$ cat src/rtl/grf_pkg.sv
// Shared defaults for the general register file and its pending-write scoreboard.
package grf_pkg;

  localparam int DATA_W_DEF = 32;
  localparam int ADDR_W_DEF = 5;
  localparam int CNT_W_DEF  = 2;
  localparam int REG0_IDX   = 0;

endpackage

$ cat src/rtl/grf_scoreboard.sv
// Per-register pending-write counters: issue acceptance, RAW busy flags, sticky underflow error.
// Combinational outputs from registered counters; counters update on the rising edge.
module grf_scoreboard
  import grf_pkg::*;
#(
  parameter int ADDR_W   = ADDR_W_DEF,
  parameter int CNT_W    = CNT_W_DEF,
  parameter bit ZERO_REG = 1'b1,
  parameter bit BYPASS   = 1'b1
) (
  input  logic              clk,
  input  logic              res,
  input  logic              i_we,
  input  logic [ADDR_W-1:0] i_wa,
  input  logic              i_iss,
  input  logic [ADDR_W-1:0] i_iss_wa,
  input  logic [ADDR_W-1:0] i_ra1,
  input  logic [ADDR_W-1:0] i_ra2,
  output logic              o_iss_ok,
  output logic              o_busy1,
  output logic              o_busy2,
  output logic              o_wb_err
);

  localparam int                DEPTH   = 1 << ADDR_W;
  localparam logic [CNT_W-1:0]  CNT_MAX = '1;
  localparam logic [ADDR_W-1:0] IDX0    = ADDR_W'(REG0_IDX);

  logic [CNT_W-1:0] r_cnt [DEPTH];
  logic             r_wb_err;

  logic             w_wr_live;
  logic             w_iss_zero;
  logic             w_iss_dec;
  logic             w_iss_ok;
  logic             w_inc_live;
  logic             w_underflow;
  logic [DEPTH-1:0] w_inc;
  logic [DEPTH-1:0] w_dec;

  always_comb begin
    w_wr_live   = i_we && !(ZERO_REG && (i_wa == IDX0));
    w_iss_zero  = ZERO_REG && (i_iss_wa == IDX0);
    w_iss_dec   = w_wr_live && (i_wa == i_iss_wa) && (r_cnt[i_iss_wa] != '0);
    w_iss_ok    = !res && (w_iss_zero || (r_cnt[i_iss_wa] != CNT_MAX) || w_iss_dec);
    w_inc_live  = i_iss && w_iss_ok && !w_iss_zero;
    w_underflow = w_wr_live && (r_cnt[i_wa] == '0);
    w_inc       = '0;
    w_dec       = '0;
    for (int i = 0; i < DEPTH; i++) begin
      w_inc[i] = w_inc_live && (i_iss_wa == ADDR_W'(i));
      w_dec[i] = w_wr_live && (i_wa == ADDR_W'(i)) && (r_cnt[i] != '0);
    end
  end

  for (genvar g = 0; g < DEPTH; g++) begin : g_cnt
    always_ff @(posedge clk or posedge res) begin
      if (res) begin
        r_cnt[g] <= '0;
      end else if (w_inc[g] && !w_dec[g]) begin
        r_cnt[g] <= r_cnt[g] + CNT_W'(1);
      end else if (w_dec[g] && !w_inc[g]) begin
        r_cnt[g] <= r_cnt[g] - CNT_W'(1);
      end
    end
  end

  always_ff @(posedge clk or posedge res) begin
    if (res) begin
      r_wb_err <= 1'b0;
    end else if (w_underflow) begin
      r_wb_err <= 1'b1;
    end
  end

  // The last outstanding write being forwarded this cycle clears the hazard early.
  function automatic logic busy_of(input logic [ADDR_W-1:0] ra,
                                   input logic [CNT_W-1:0]  cnt,
                                   input logic              we,
                                   input logic [ADDR_W-1:0] wa);
    logic b;
    b = (cnt != '0);
    if (ZERO_REG && (ra == IDX0)) b = 1'b0;
    if (BYPASS && (cnt == CNT_W'(1)) && we && (wa == ra)) b = 1'b0;
    return b;
  endfunction

  assign o_busy1  = !res && busy_of(i_ra1, r_cnt[i_ra1], i_we, i_wa);
  assign o_busy2  = !res && busy_of(i_ra2, r_cnt[i_ra2], i_we, i_wa);
  assign o_iss_ok = w_iss_ok;
  assign o_wb_err = r_wb_err;

endmodule

$ cat src/rtl/grf_bypass_sb.sv
// General register file, two combinational reads, one write, optional bypass and zero register.
// Reads are zero-latency, writes land on the next edge; stall flags RAW hazards from the scoreboard.
module grf_bypass_sb
  import grf_pkg::*;
#(
  parameter int DATA_W   = DATA_W_DEF,
  parameter int ADDR_W   = ADDR_W_DEF,
  parameter bit ZERO_REG = 1'b1,
  parameter bit BYPASS   = 1'b1,
  parameter int CNT_W    = CNT_W_DEF
) (
  input  logic              clk,
  input  logic              res,
  input  logic              we,
  input  logic [ADDR_W-1:0] wa,
  input  logic [DATA_W-1:0] wd,
  input  logic [ADDR_W-1:0] ra1,
  output logic [DATA_W-1:0] rd1,
  input  logic [ADDR_W-1:0] ra2,
  output logic [DATA_W-1:0] rd2,
  input  logic              iss,
  input  logic [ADDR_W-1:0] iss_wa,
  output logic              iss_ok,
  output logic              busy1,
  output logic              busy2,
  output logic              stall,
  output logic              wb_err
);

  localparam int                DEPTH = 1 << ADDR_W;
  localparam logic [ADDR_W-1:0] IDX0  = ADDR_W'(REG0_IDX);

  logic [DATA_W-1:0] r_regs [DEPTH];
  logic              w_wr_live;
  logic              w_iss_ok;
  logic              w_busy1;
  logic              w_busy2;

  assign w_wr_live = we && !(ZERO_REG && (wa == IDX0));

  always_ff @(posedge clk or posedge res) begin
    if (res) begin
      for (int i = 0; i < DEPTH; i++) r_regs[i] <= '0;
    end else if (w_wr_live) begin
      r_regs[wa] <= wd;
    end
  end

  assign rd1 = res                           ? '0 :
               (ZERO_REG && (ra1 == IDX0))   ? '0 :
               (BYPASS && we && (wa == ra1)) ? wd : r_regs[ra1];

  assign rd2 = res                           ? '0 :
               (ZERO_REG && (ra2 == IDX0))   ? '0 :
               (BYPASS && we && (wa == ra2)) ? wd : r_regs[ra2];

  grf_scoreboard #(
    .ADDR_W   (ADDR_W),
    .CNT_W    (CNT_W),
    .ZERO_REG (ZERO_REG),
    .BYPASS   (BYPASS)
  ) u_sb (
    .clk      (clk),
    .res      (res),
    .i_we     (we),
    .i_wa     (wa),
    .i_iss    (iss),
    .i_iss_wa (iss_wa),
    .i_ra1    (ra1),
    .i_ra2    (ra2),
    .o_iss_ok (w_iss_ok),
    .o_busy1  (w_busy1),
    .o_busy2  (w_busy2),
    .o_wb_err (wb_err)
  );

  assign iss_ok = w_iss_ok;
  assign busy1  = w_busy1;
  assign busy2  = w_busy2;
  assign stall  = !res && (w_busy1 || w_busy2 || (iss && !w_iss_ok));

endmodule
$ cat config.mk
export PLATFORM = sky130hd
export DESIGN_NAME = grf_bypass_sb
export DESIGN_NICKNAME = d
export VERILOG_FILES = /design/src/rtl/grf_pkg.sv /design/src/rtl/grf_scoreboard.sv /design/src/rtl/grf_bypass_sb.sv
export SDC_FILE = /design/constraint.sdc
export NUM_CORES = 2
export LEC_CHECK = 0
export BUFFER_PORTS_ARGS = -buffer_cell sky130_fd_sc_hd__buf_2
export CORE_MARGIN = 1
export CORE_UTILIZATION = 55
export CTS_CLUSTER_DIAMETER = 120
export DETAILED_ROUTE_END_ITERATION = 8
export GPL_TIMING_DRIVEN = 0
export PLACE_DENSITY = 0.82
export SYNTH_ARGS = -nofsm -noshare
export SYNTH_HDL_FRONTEND = slang
export SYNTH_SLANG_ARGS = --single-unit
$ cat constraint.sdc
create_clock -name clk -period 46.3 [get_ports clk]
set_input_delay 0 -clock clk [delete_from_list [all_inputs] [get_ports clk]]
set_output_delay 0 -clock clk [all_outputs]
set_load 0.02 [all_outputs]
==> results_dict.tcl <==
set metrics [dict create \
    area.growth.synth_to_final_pct 11.2 \
    htree_levels 3 \
    postLayoutCoreUtil 0.617 \
    vias 41300 \
    tightest_slew_ns 1.51 \
    row_count 121 \
    async_reset_ff_frac 1.00 \
    wire_per_inst_um 35.2 \
    critPathRequiredTime_ns 46.30 \
    cts_sinks 1089 \
    holdWs_ns 0.0615 \
    hp-class "in -> async" \
    core_area_um2 109000 \
    setup_viol 0 \
    reg2reg_depth 11 \
    rsz0062_at_grt "no" \
    synthesis.nets 3996 \
    critPathLaunch "wa[4]" \
    design.die.area_um2 111000 \
    die_x_um 333 \
    syn_area_per_cell_um2 15.4 \
    vias_per_cell 7.27 \
    root_buffer "clkbuf_16" \
    wl_um 200000 \
    gp_congestion 1.02 \
    period_needed_ns 4.88 \
    firstDrtPassIters 8 \
    endpoint "rd1[30]" \
    path_class "in -> out" \
    synth_cell_types 49 \
    cts_buffers 114 \
    dieHeight_um 333 \
    initial_core_util 0.555 \
    yosysSeqAreaShare 0.451 \
    rr_startpoint "u_sb.r_cnt[45]$_DFFE_PP0P_" \
    worstPathMaxFanout 10 \
    vdd_drop_max_uv 37.8 \
    nets 4262 \
    hpwl_um 136000 \
    antenna_found_initial 12 \
    finalHoldViolCount 0 \
    ios 125 \
    startpoint_type "input pin" \
    arrival_ns 4.88 \
    initialDrtViolationCount 5668 \
    grt-ovfl-total 0 \
    status "finished with violations" \
    skew_ns 0.0328 \
    drive_gt1_frac 0.517 \
    grtUsageTotal 0.366 \
    yosysTopAreaCellShare 0.451 \
    netlist_top_cells_area "dfrtp_1 (45%), mux4_2 (26%), mux2_2 (18%)" \
    port_buffers 107 \
    drv_slew 10 \
    power_density_nw_per_um2 44.4 \
    insertion_delay_ns 0.75 \
    cts_tree "yes" \
    drc 12 \
    total_leakage_power_nw 29.0 \
    yosys_warnings 0 \
    ys_seq_elements 1089 \
    path_clk_slew_ns 0.06 \
    netlist_area_um2 60400 \
    maxCapViolCount 1 \
    ff2ff_setup_slack_ns 43.30 \
    violations "design-rule violations, max-capacitance violations, max-slew violations" \
    grt_max_degree 133 \
    grt_pass1_wl_um 291000 \
    fmax_mhz 205 \
    synth_edf_count 0 \
    drtAntennaViolNets 0 \
    yosys.area.top_type "dfrtp_1" \
    clock_path_buffers 3 \
    rr_endpoint "u_sb.r_cnt[9]$_DFFE_PP0P_" \
    cp-end-kind "primary output" \
    grt_pass1_vias 42300 \
    yosys_most_used_dff "dfrtp_1" \
    relSlewSlack -0.00349 \
    netlist_instances 3909 \
    finalCritPeriodShare 0.105 \
]
==> cells in the mapped netlist, types with 35 or more instances <==
library cell  instances
nand2_1              94
dfrtp_1            1089
a211oi_1             42
mux2_2              989
xor2_1               72
mux2i_1              46
buf_2               162
clkbuf_1            209
buf_1                35
nand3_1              41
nor2_1              171
xnor2_1              36
mux4_2              691
==> power by group <==
part | internal, mW | total [mW] | switching [mW]
Sequential | 1.15 | 1.33 | 0.179
Combinational | 0.415 | 0.701 | 0.285
Clock | 0.543 | 0.954 | 0.411
==> how the worst min path moves through the flow <==
stage	to	slack [ns]	depth (start not counted)
global placement	iss_ok	0.28	3
finish	u_sb.r_cnt[39]$_DFFE_PP0P_	0.06	3
floorplan	iss_ok	0.08	1
detailed placement	u_sb.r_cnt[39]$_DFFE_PP0P_	0.27	2
CTS	r_regs[447]$_DFFE_PP0P_	0.04	4
global route	r_regs[447]$_DFFE_PP0P_	0.09	4
==> critical path: stages <==
cell           delay [ns]
dlygate4sd3_1        0.68
buf_2                0.25
buf_2                0.32
xor2_1               0.13
nor4_1               0.38
nand3_1              0.98
buf_2                0.68
a211oi_1             1.10
buf_2                0.34
==> state kept, by name, indices dropped and copies added (netlist names) <==
signal         cells
r_regs          1024
u_sb.o_wb_err      1
u_sb.r_cnt        64
==> cell families (layout without fill, tap and decap cells) <==
logic type | after synthesis | count (layout) | synth area share
fa+ha+maj | 31 | 31 | 0.00643
other cells | 0 | 5 | 0
compound gates | 134 | 134 | 0.0140
flops | 1089 | 1089 | 0.451
mux | 1729 | 1729 | 0.450
xor+xnor | 108 | 108 | 0.0157
simple gates | 371 | 371 | 0.0269
buf+inv | 447 | 806 | 0.0351
==> cells in the final DEF (no fill, tap or decap), types with 4 or more instances in the layout <==
cell type,synthesis,final
dfrtp_1,1089,1089
mux2_2,989,989
mux4_2,691,691
buf_2,162,269
clkbuf_1,209,226
nor2_1,171,171
clkbuf_16,0,114
nand2_1,94,94
xor2_1,72,72
mux2i_1,46,46
a211oi_1,42,42
nand3_1,41,41
xnor2_1,36,36
buf_1,35,35
dlygate4sd3_1,0,34
o21ai_1,32,32
o21ai_0,31,31
ha_1,31,31
clkbuf_8,0,31
buf_6,25,25
clkinv_2,0,19
buf_4,13,13
or2_2,10,10
nand2b_1,9,9
nor3_1,9,9
or3_1,9,9
buf_16,0,9
o211ai_1,8,8
nor2b_1,7,7
bufinv_16,0,7
clkinvlp_4,0,6
diode_2,0,5
a21oi_1,5,5
and3_1,4,4
nor4_1,4,4
clkbuf_2,0,4
o21bai_1,4,4
==> per-layer routing <==
layer  GRT usage  routed length, um  part of all wire
met1       0.460              68900              0.34
met2       0.546              90400              0.45
met3       0.128              26100              0.13
met4       0.228              14800             0.074
met5     0.00261                160           0.00080
==> cell type report <==
cell class	instances	area, um2
well taps	1414	1770
flip-flops and latches	1089	27300
inverters	3	18.8
clock buffers	166	3360
diodes	5	12.5
clock inverters	43	503
repair buffers	150	1120
fillers	7764	41700
plain buffers	444	2110
multi-input cells	2373	31000
==> timing repair <==
action	in CTS	in global routing
buffers inserted	0	0
endpoints found under the hold margin	542	0
gates resized for setup	0	0
hold buffers	34	0
==> per-stage QoR <==
| step | cell area [um2] | power, mW | TNS (ns) | cells | setup WS (ns) |
|---|---|---|---|---|---|
| floorplan | 60400 | 1.82 | 0 | 3909 | 15.55 |
| global placement | 62700 | 1.98 | -1.16 | 5430 | -0.617 |
| detailed placement | 62900 | 2.01 | 0 | 5439 | 42.10 |
| CTS | 67100 | 2.96 | 0 | 5682 | 41.95 |
| global route | 67100 | 3.07 | 0 | 5682 | 41.54 |
| finish | 67100 | 2.98 | 0 | 5687 | 41.42 |
Power figures use the tool's default switching activity.
